$ cat config.mk
export PLATFORM = sky130hd
export DESIGN_NAME = alu_mul_seq
export DESIGN_NICKNAME = d
export VERILOG_FILES = /design/src/rtl/alu_pkg.sv /design/src/rtl/alu_mul_seq.sv
export SDC_FILE = /design/constraint.sdc
export NUM_CORES = 1
export LEC_CHECK = 0
export CAP_MARGIN = 10
export CELL_PAD_IN_SITES_DETAIL_PLACEMENT = 2
export CELL_PAD_IN_SITES_GLOBAL_PLACEMENT = 2
export CORE_ASPECT_RATIO = 1.25
export CORE_MARGIN = 4
export CORE_UTILIZATION = 34
export DETAILED_ROUTE_END_ITERATION = 10
export GPL_TIMING_DRIVEN = 0
export PLACE_DENSITY = 0.95
export SETUP_SLACK_MARGIN = 0.4
export SLEW_MARGIN = 20
export SYNTH_ARGS = -nofsm -noshare
export SYNTH_HDL_FRONTEND = slang
export SYNTH_SLANG_ARGS = --single-unit
$ cat constraint.sdc
create_clock -name clk -period 6.39 [get_ports clk]
set_input_delay 1.278 -clock clk [delete_from_list [all_inputs] [get_ports clk]]
set_output_delay 1.278 -clock clk [all_outputs]
set_load 0.03 [all_outputs]
$ cat src/rtl/alu_pkg.sv
// Shared ALU command encoding and multiplier FSM state type.
// Used by the sequential multiplier and by the ALU it shares.
package alu_pkg;

  typedef enum logic [2:0] {
    ALU_ADD = 3'b000,
    ALU_SUB = 3'b001,
    ALU_SLL = 3'b010,
    ALU_GT  = 3'b011,
    ALU_SRL = 3'b100,
    ALU_AND = 3'b101,
    ALU_OR  = 3'b110,
    ALU_EQ  = 3'b111
  } alu_cmd_t;

  typedef enum logic [2:0] {
    ST_IDLE = 3'd0,
    ST_ADD  = 3'd1,
    ST_SLL  = 3'd2,
    ST_SRL  = 3'd3,
    ST_DONE = 3'd4
  } mul_state_t;

endpackage

$ cat src/rtl/alu_mul_seq.sv
// Shift-add 16x16->16 multiplier sequenced over an external shared ALU.
// Fixed latency 3*ITERS+1 cycles from accepted start to done; abort returns to IDLE.
module alu_mul_seq
  import alu_pkg::*;
#(
  parameter int ITERS = 16
) (
  input  logic        clk,
  input  logic        rst,
  input  logic        start,
  input  logic        abort,
  input  logic [15:0] op_a,
  input  logic [15:0] op_b,
  output logic        busy,
  output logic        done,
  output logic [15:0] product,
  output logic        ovf,
  output logic [15:0] alu_op1,
  output logic [15:0] alu_op2,
  output logic [2:0]  alu_cmd,
  input  logic [15:0] alu_res,
  input  logic        alu_ovf
);

  localparam int IW = (ITERS > 1) ? $clog2(ITERS) : 1;

  mul_state_t    state, next_state;
  alu_cmd_t      cmd;
  logic [15:0]   acc, mcand, mplier;
  logic [IW-1:0] iter;
  logic          last_iter;
  logic          accept;

  assign last_iter = (iter == IW'(ITERS - 1));
  assign accept    = start && !abort;

  always_ff @(posedge clk or posedge rst) begin
    if (rst) begin
      state <= ST_IDLE;
    end else begin
      state <= next_state;
    end
  end

  always_comb begin
    next_state = state;
    case (state)
      ST_IDLE: if (accept) next_state = ST_ADD;
      ST_ADD:  next_state = ST_SLL;
      ST_SLL:  next_state = ST_SRL;
      ST_SRL:  next_state = last_iter ? ST_DONE : ST_ADD;
      ST_DONE: next_state = ST_IDLE;
      default: next_state = ST_IDLE;
    endcase
    // Abort overrides every in-flight transition.
    if (abort && state != ST_IDLE) begin
      next_state = ST_IDLE;
    end
  end

  always_comb begin
    cmd     = ALU_ADD;
    alu_op1 = 16'd0;
    alu_op2 = 16'd0;
    case (state)
      ST_ADD: begin
        alu_op1 = acc;
        alu_op2 = mcand;
      end
      ST_SLL: begin
        cmd     = ALU_SLL;
        alu_op1 = mcand;
        alu_op2 = 16'd1;
      end
      ST_SRL: begin
        cmd     = ALU_SRL;
        alu_op1 = mplier;
        alu_op2 = 16'd1;
      end
      default: ;
    endcase
  end

  assign alu_cmd = cmd;
  assign busy    = (state != ST_IDLE);

  // product and done are loaded on entry to DONE so both appear in the same cycle.
  always_ff @(posedge clk or posedge rst) begin
    if (rst) begin
      acc     <= 16'd0;
      mcand   <= 16'd0;
      mplier  <= 16'd0;
      iter    <= '0;
      product <= 16'd0;
      ovf     <= 1'b0;
      done    <= 1'b0;
    end else begin
      done <= 1'b0;
      if (abort && state != ST_IDLE) begin
        ovf <= 1'b0;
      end else begin
        case (state)
          ST_IDLE: begin
            if (accept) begin
              acc    <= 16'd0;
              mcand  <= op_a;
              mplier <= op_b;
              iter   <= '0;
              ovf    <= 1'b0;
            end
          end
          ST_ADD: begin
            if (mplier[0]) begin
              acc <= alu_res;
              ovf <= ovf | alu_ovf;
            end
          end
          ST_SLL: mcand <= alu_res;
          ST_SRL: begin
            mplier <= alu_res;
            iter   <= iter + IW'(1);
            if (last_iter) begin
              done    <= 1'b1;
              product <= acc;
            end
          end
          default: ;
        endcase
      end
    end
  end

endmodule

# Word-level counts from Yosys, hierarchy flattened
# Index checks and enable logic that the tools add are counted.
[totals] reg_bits=73
[classes] bitwise_logic=2 mux=23 reduce_logical=15 add_sub_neg=1 n_eq_ne=8
[op_table] cell="$pmux 16 s2" n=4
[op_table] cell="$mux 16" n=4
[op_table] cell="$pmux 16 s3" n=1
[op_table] cell="$pmux 3 s4" n=1
[op_table] cell="$reduce_and 3->1" n=4
[op_table] cell="$mux 3" n=3
[op_table] cell="$pmux 4 s2" n=1
[op_table] cell="$eq 3x2->1 const B" n=2
[op_table] cell="$mux 1" n=6
[op_table] cell="$ne 3x3->1 const B" n=2
[op_table] cell="$pmux 3 s2" n=1
[op_table] cell="$reduce_bool 2->1" n=3
[op_table] cell="$reduce_bool 3->1" n=2
[op_table] cell="$add 4x1->4 const B" n=1
[op_table] cell="$eq 4x4->1 const B" n=1
[op_table] cell="$mux 4" n=1
[op_table] cell="$ne 2x2->1 const B" n=2
[op_table] cell="$reduce_and 4->1" n=1
[op_table] cell="$eq 3x1->1 const B" n=1
[op_table] cell="$logic_not 3->1" n=1
[op_table] cell="$logic_and 1x1->1" n=2
[op_table] cell="$pmux 1 s2" n=1
[op_table] cell="$reduce_or 2->1" n=1
[op_table] cell="$logic_not 1->1" n=1
[op_table] cell="other kinds (2)" n=2

# Logic depth before layout (Yosys ltp)
# Gate-level depths: netlist (run 1).
[logic_depth] word_depth=5 depth_mapped=5 ltp_nobuf=4

# Worst setup path after synthesis (run 1)
# Ideal clock, no wire load.
[synth_timing] path_kind="reg2out" start="register state[1]" end="output alu_op1[12]" n_path_buf=2 required_ps=5112 arrival_time_ps=1556 stages_incl_launch_ff=6 slack_ps=3556 cell_sequence="dfrtp_1 > nor2b_1 > clkbuf_1 > clkbuf_1 > a22oi_1 > nor2_1"
[synth_via] elab_chain_cells=2
[synth_rtl] item="start: declaration" line="alu_mul_seq.sv:27" text="mul_state_t state, next_state;"
[synth_rtl] item="start signal: assignment" line="alu_mul_seq.sv:41" text="state <= next_state;"
[synth_rtl] item="$eq 3x2->1 / $eq 3x1->1 (equally long branches)" line="alu_mul_seq.sv:65" text="case (state)"
[synth_rtl] item="$pmux 16 s3 *" line="alu_mul_seq.sv:65"
[synth_rtl] item="end: declaration" line="alu_mul_seq.sv:18" text="output logic [15:0] alu_op1,"
# Every way passes the cells marked *; elsewhere a longest branch is shown, timed or not.

# Worst setup path after layout (run 1)
[layout_timing] start="register state[1]" end="output alu_op1[7]"
# Same word-level chain as after synthesis.

==> metrics.md, run 1 <==
| Metric | Value |
|---|---|
| Post-layout min period | `4.17 ns` |
| Die area | `0.0134 sq mm` |
| Synth cell types | `41` |
| Leak Pwr | `0.00232 uW` |
| Initial antenna violation count | `0` |
| Total gr overflow | `0` |
| Die Y | `129 um` |
| PortBufs | `104` |
| Clk_lat worst skew | `0.34 ns` |
| Setup bufs post-CTS | `0` |
| Sink Count | `73` |
| Final worst-path setup slack | `2.22 ns` |
| WL final | `14600 um` |
| YS warnings | `0` |
| Worst vdd ir | `194 uV` |
| Max cap viols | `0` |
| RSZ-0062 raised after global routing | `no` |
| Fin. max-slew vios | `0` |
| Detail Route Antenna Nets | `0` |
| Pwr Total | `roughly 1800 uW` |
| Outcome | `completed` |
| First-pass GRT wire length | `between 20000 and 25000 um` |
| Vias in the first global route | `3720` |
| Setup WS pre-CTS | `2.58 ns` |
| Post-Syn Area | `0.00395 sq mm` |
| Hold_ws | `0.494 ns` |
| Worst EP required | `around 5.1 ns` |
| Pwr dens | `roughly 340 mW/mm^2` |
| First-pass DRT Iterations | `4` |
| DR iter-0 viols | `148` |
| Worst-path clk slew | `0.06 ns` |
| Via-to-Cell Ratio | `between 5 and 6` |
| Highest clock rate | `0.240 GHz` |
| Vias | `3163` |
| I/O Pins | `107` |
| CP max FO | `10` |
| Fin nets | `between 400 and 500` |
| Avg WL per Cell | `between 20 and 25 um` |
| Post-CTS Resized | `0` |
| Synth Register Bits | `73` |
| Final-layout fill cell count | `1097` |
| Antenna diode count | `0` |
| Relative slew slack | `44.2%` |
| Final Core Density | `between 40% and 50%` |
| Sequential cell area | `between 0.0015 and 0.002 sq mm` |
| Placer Congestion | `0.772` |
| Setup TNS | `0 ns` |
| Critical path endpoint category | `output pin` |
| Number of hold buffers added after CTS | `0` |
| Largest net degree at the start of global routing | `48` |
| CTS tree | `built` |
| Startpoint Class | `flip-flop` |
| Hold Fails Final Rpt | `0` |
| Finish-stage setup viols | `0` |
| Multi-input combinational cell area | `0.00192 sq mm` |
| Net count after synthesis | `383` |
| Initial core utilization | `between 30% and 40%` |
| DRC viols | `0` |
| Worst min path class | `reg -> reg` |
| Rows | `43` |
| Worst Max-Slew Pin Slew | `0.831 ns` |
| P&R area growth vs syn | `38.5%` |
| Setup CP Type | `reg -> out` |
| Core ar. | `0.0112 sq mm` |
| Setup Skew | `0.00653 ns` |
| Syn avg cell area | `~12 sq um` |
| Ys async rst share | `100%` |
| Fraction of layout cells with a size suffix above 1 | `25.2%` |
| H-tree Lvls | `3` |
| Root buf cell | `clkbuf_16` |
| Gate Count Post-Synth | `around 330` |
| Final HPWL DP | `10100 um` |
| Post-synth EDFFs | `0` |
| Critical Path AT | `2.89 ns` |
| Top_reg_cell synth | `dfrtp_1` |
| Register area share after synthesis | `approximately 46%` |
| Final critical-path share of the clock period | `65.2%` |
| DIE WIDTH | `104 um` |
| TritonCTS Buffers | `9` |
| GR Util All Layers | `a little under a quarter` |
| Clock tree buffer depth | `2` |
## routing by layer
metal	track usage (%)	part of all wire, %
met1	24.5	38
met2	42.5	54
met3	5.67	5.5
met4	7.98	2.1
met5	0	0
## critical path, stage by stage, from the launching register on
cell,delay (ns)
dfrtp_1,0.42
nor2b_1,0.15
clkbuf_1,0.36
clkbuf_1,0.53
a22oi_1,0.19
nor2_1,0.19
clkdlybuf4s50_1,0.70
## cells in the mapped netlist, drive strengths merged (3+ instances only)
master  number  share of area, %
mux2        96                27
dfrtp       73                46
inv         19               1.8
nand2       19               1.9
nor2        19               1.8
mux2i       17               4.3
a22oi       16               3.0
and2        15               2.4
buf         14               2.6
clkbuf       8              0.76
a21oi        4              0.51
a31oi        3              0.48
nor3b        3              0.98
nor4         3               1.2
## power breakdown
part	total (uW)	switching, uW	leakage [uW]	internal (uW)
combinational	670	355	0.00125	315
sequential	678	96.7	0.000934	582
clock	493	201	0.000138	292
total	1840	653	0.00232	1190
## cell families (layout without fill, tap and decap cells)
| kind of cell | count (synthesis) | after routing | share of synthesized area (%) |
|---|---|---|---|
| AND/OR/NAND/NOR | 69 | 69 | 10.6 |
| multiplexers | 113 | 113 | 31.7 |
| AO/OA/AOI/OAI | 30 | 30 | 5.64 |
| flip-flops | 73 | 73 | 46.2 |
| buffers and inverters | 41 | 161 | 5.16 |
| XOR/XNOR | 1 | 1 | 0.222 |
| other | 1 | 1 | 0.0949 |
| adder cells (fa/ha/maj) | 1 | 1 | 0.317 |
## registers in the layout (all words and copies together) (netlist names)
register / cells
acc: 16
mcand: 16
mplier: 16
product: 16
iter: 4
state: 3
done: 1
ovf: 1
## final timing paths
path | from | endpoint | slack, ns | cells after the start
worst min register to register | product[7]$_DFFE_PP0P_ | product[7]$_DFFE_PP0P_ | 0.49 | 1
worst min-delay path | product[7]$_DFFE_PP0P_ | product[7]$_DFFE_PP0P_ | 0.49 | 1
min in group asynchronous | rst | mcand[5]$_DFFE_PP0P_ | 1.29 | 2
worst max-delay path | state[1]$_DFFE_PP0P_ | alu_op1[7] | 2.22 | 6
max in group asynchronous | rst | product[12]$_DFFE_PP0P_ | 4.52 | 3
worst max register to register | iter[0]$_DFFE_PP0P_ | product[12]$_DFFE_PP0P_ | 4.10 | 5
## placed cells by master, fill, tap and decap left out, types with 2 or more instances in the layout
cell type,Yosys,layout
mux2_2,76,76
a21oi_1,4,4
and2_1,15,15
mux2_1,20,20
clkdlybuf4s50_1,0,104
inv_1,19,18
buf_6,3,3
clkbuf_1,8,9
clkbuf_8,0,3
nor2_1,19,19
nand2_1,18,18
clkbuf_16,0,9
dfrtp_1,73,73
a311oi_1,2,2
a31oi_1,3,3
a22oi_1,16,16
buf_4,6,6
mux2i_1,17,17
buf_2,4,4
nor4_4,2,2
## per-stage QoR
| step | instances | instance area, sq um |
|---|---|---|
| after global routing | 584 | 5470 |
| final | 584 | 5470 |
| after floorplan | 329 | 3950 |
| after global placement | 568 | 5160 |
| after detailed placement | 569 | 5190 |
| after CTS | 584 | 5470 |
## cell type report
type / instances / area share, %
plain buffers: 22 / 2.42
clock buffers: 13 / 4.94
clock inverters: 2 / 0.229
inverters: 19 / 1.35
multi-input cells: 215 / 35.1
flip-flops and latches: 73 / 33.4
well taps: 135 / 3.09
repair buffers: 105 / 19.5
(Power assumes the default switching activity.)
==> inputs of run 2 (changes only) <==
CORE_UTILIZATION = 28   (was 34)
PLACE_DENSITY = 0.85   (was 0.95)
clock period = 3.65 ns   (was 6.39 ns; I/O delays follow)
==> run 2 against run 1 <==
  * Sequential power grew 74%
  * Clock skew grew 0.0037 ns
  * Flip-flop and latch count is the same
  * Register-to-register slack lost 2.6 ns
  * Hold slack lost 0.0063 ns
  * Design area grew 2.4%
  * Combinational power grew 72%
  * Sequential share of layout area shrank 0.77 points
  * Core utilization shrank 8.1 points
  * Wire length shrank 4.2%
  * First-iteration DRC count shrank 51%
  * Cell count grew 7.2%
  * Critical endpoint is now alu_op2[8]
  * Largest cell class unchanged
  * Largest power group unchanged
==> metrics.md, run 2 (synthesized netlist as in run 1, its figures left out) <==
| Metric | Value |
|---|---|
| Final instance count without filler cells | `626` |
| RSZ-0062 raised after global routing | `yes` |
| Slowest stage delay, CP | `roughly 0.67 ns` |
| Die Y | `about 140 um` |
| Relative slew slack | `45.3%` |
| DIE WIDTH | `114 um` |
| Vias | `roughly 3.1k` |
| Initial core utilization | `28.6%` |
| Clk_lat worst skew | `0.34 ns` |
| Root buf cell | `clkbuf_16` |
| I/O Pins | `between 100 and 150` |
| DRC viols | `0` |
| Via-to-Cell Ratio | `4.92` |
| Hold_ws | `roughly 0.5 ns` |
| Detail Route Antenna Nets | `0` |
| Critical Path AT | `2.45 ns` |
| Rows | `48` |
| Max cap viols | `0` |
| CTS tree | `built` |
| Worst EP required | `2.92 ns` |
| Placer Congestion | `0.793` |
| Outcome | `completed` |
| Final HPWL DP | `9750 um` |
| Internal power | `2110 uW` |
| Sequential share of power | `about 37%` |
| Switching Power | `1120 uW` |
| Largest net degree at the start of global routing | `47` |
| Worst vdd ir | `~230 uV` |
| P&R area growth vs syn | `41.8%` |
| Core ar. | `0.0138 sq mm` |
| Critical Path Slowest Stage Cell | `clkdlybuf4s50_1` |
| Antenna diode count | `0` |
| Setup CP Type | `reg -> out` |
| Commonest non-fill, non-tap cell in the layout | `clkdlybuf4s50_1` |
| Combinational share of power | `35.7%` |
| Worst-path clk slew | `~0.06 ns` |
| Highest clock rate | `0.314 GHz` |
| Dpl cells | `609` |
| DR iter-0 viols | `73` |
| Avg WL per Cell | `22.3 um` |
| Final-layout fill cell count | `1458` |
| Sink Count | `73` |
| Fin nets | `500` |
| Fraction of layout cells with a size suffix above 1 | `between 20% and 30%` |
| Hold Fails Final Rpt | `0` |
| Finish-stage setup viols | `0` |
| Post-layout min period | `3.18 ns` |
| Fin. max-slew vios | `0` |
| Vias in the first global route | `~3.6k` |
| TritonCTS Buffers | `9` |
| WL final | `14000 um` |
| Startpoint Class | `flip-flop` |
| Most used cell, CP | `buf_4` |
| Worst min path class | `reg -> reg` |
| Pwr dens | `576 mW/mm^2` |
| Final critical-path share of the clock period | `87.2%` |
| Worst Max-Slew Pin Slew | `0.814 ns` |
| First-pass GRT wire length | `21600 um` |
| Switch share | `about 35%` |
| First-pass DRT Iterations | `4` |
| Clock tree buffer depth | `2` |
| Total gr overflow | `0` |
| Crit-path cells | `buf_4 > nor3b_2 > buf_4 > and2_1 > clkdlybuf4s50_1` |
| CP max FO | `10` |
| Leak Pwr | `0.00265 uW` |
| H-tree Lvls | `3` |
| Die area | `0.0161 sq mm` |
| Number of hold buffers added after CTS | `0` |
| Initial antenna violation count | `0` |
| Clk pwr share | `27.7%` |
| Commonest cells after routing, fill and taps aside | `clkdlybuf4s50_1, mux2_2, dfrtp_1` |
| PortBufs | `between 100 and 150` |
| Critical path endpoint category | `output pin` |
| Setup Skew | `0.0102 ns` |
| GR Util All Layers | `between 10% and 20%` |
==> run 2: final timing paths <==
check,startpoint,end,cells past startpoint,slack (ns)
setup / recovery,state[1]$_DFFE_PP0P_,alu_op2[8],5,0.47
hold / removal,product[13]$_DFFE_PP0P_,product[13]$_DFFE_PP0P_,1,0.49
setup reg to reg,iter[0]$_DFFE_PP0P_,product[9]$_DFFE_PP0P_,5,1.46
hold reg to reg,product[13]$_DFFE_PP0P_,product[13]$_DFFE_PP0P_,1,0.49
max in group asynchronous,rst,ovf$_DFFE_PP0P_,3,2.33
min in group asynchronous,rst,acc[2]$_DFFE_PP0P_,2,0.75
==> run 2: layer usage <==
metal	wire length [um]	part of all wire (%)	global-route usage [%]
met1	5670	41	20.5
met2	7470	53	32.2
met3	650	4.7	4.04
met4	190	1.4	5.19
met5	0	0	0
==> run 2: stage by stage <==
step | TNS, ns | setup slack [ns] | utilization (%) | power, uW | instance area, sq um
floorplan | 0 | 1.07 | - | 1870 | 3950
finish | 0 | 0.468 | 40.6 | 3220 | 5600
global placement | -15.26 | -0.217 | 37.7 | 2270 | 5210
CTS | 0 | 0.359 | 40.2 | 3260 | 5560
detailed placement | 0 | 0.339 | 37.9 | 2340 | 5240
global route | 0 | 0.382 | 40.6 | 3400 | 5600
==> run 2: area by class of cell <==
cell class	count	area [sq um]	share of cell area (%)
Buffer	22	155	2.77
Clock buffer	10	239	4.27
Clock inverter	6	57.6	1.03
Inverter	19	73.8	1.32
Multi-Input combinational cell	215	1920	34.3
Sequential cell	73	1830	32.6
Tap cell	175	219	3.91
Timing Repair Buffer	106	1110	19.8
==> run 2: power groups by stage <==
stage / registers, uW / clock network, uW / logic, uW
detailed placement: 1190 / 0 / 1150
CTS: 1180 / 908 / 1170
floorplan: 1130 / 0 / 740
global route: 1210 / 951 / 1240
finish: 1180 / 894 / 1150
global placement: 1160 / 0 / 1110
==> run 2: worst max-delay path, delay by kind of cell, from the launching register on <==
family                 cells  cell delay, ns
and+or+nand+nor            2            0.51
buffers and inverters      3            1.16
DFF                        1            0.44
==> run 2: repair_timing <==
item                       CTS  global route
gates cloned                 0             0
setup endpoints to repair   32            27
pin swaps                    1             0
setup buffers                1             0
gates resized for setup     13            25
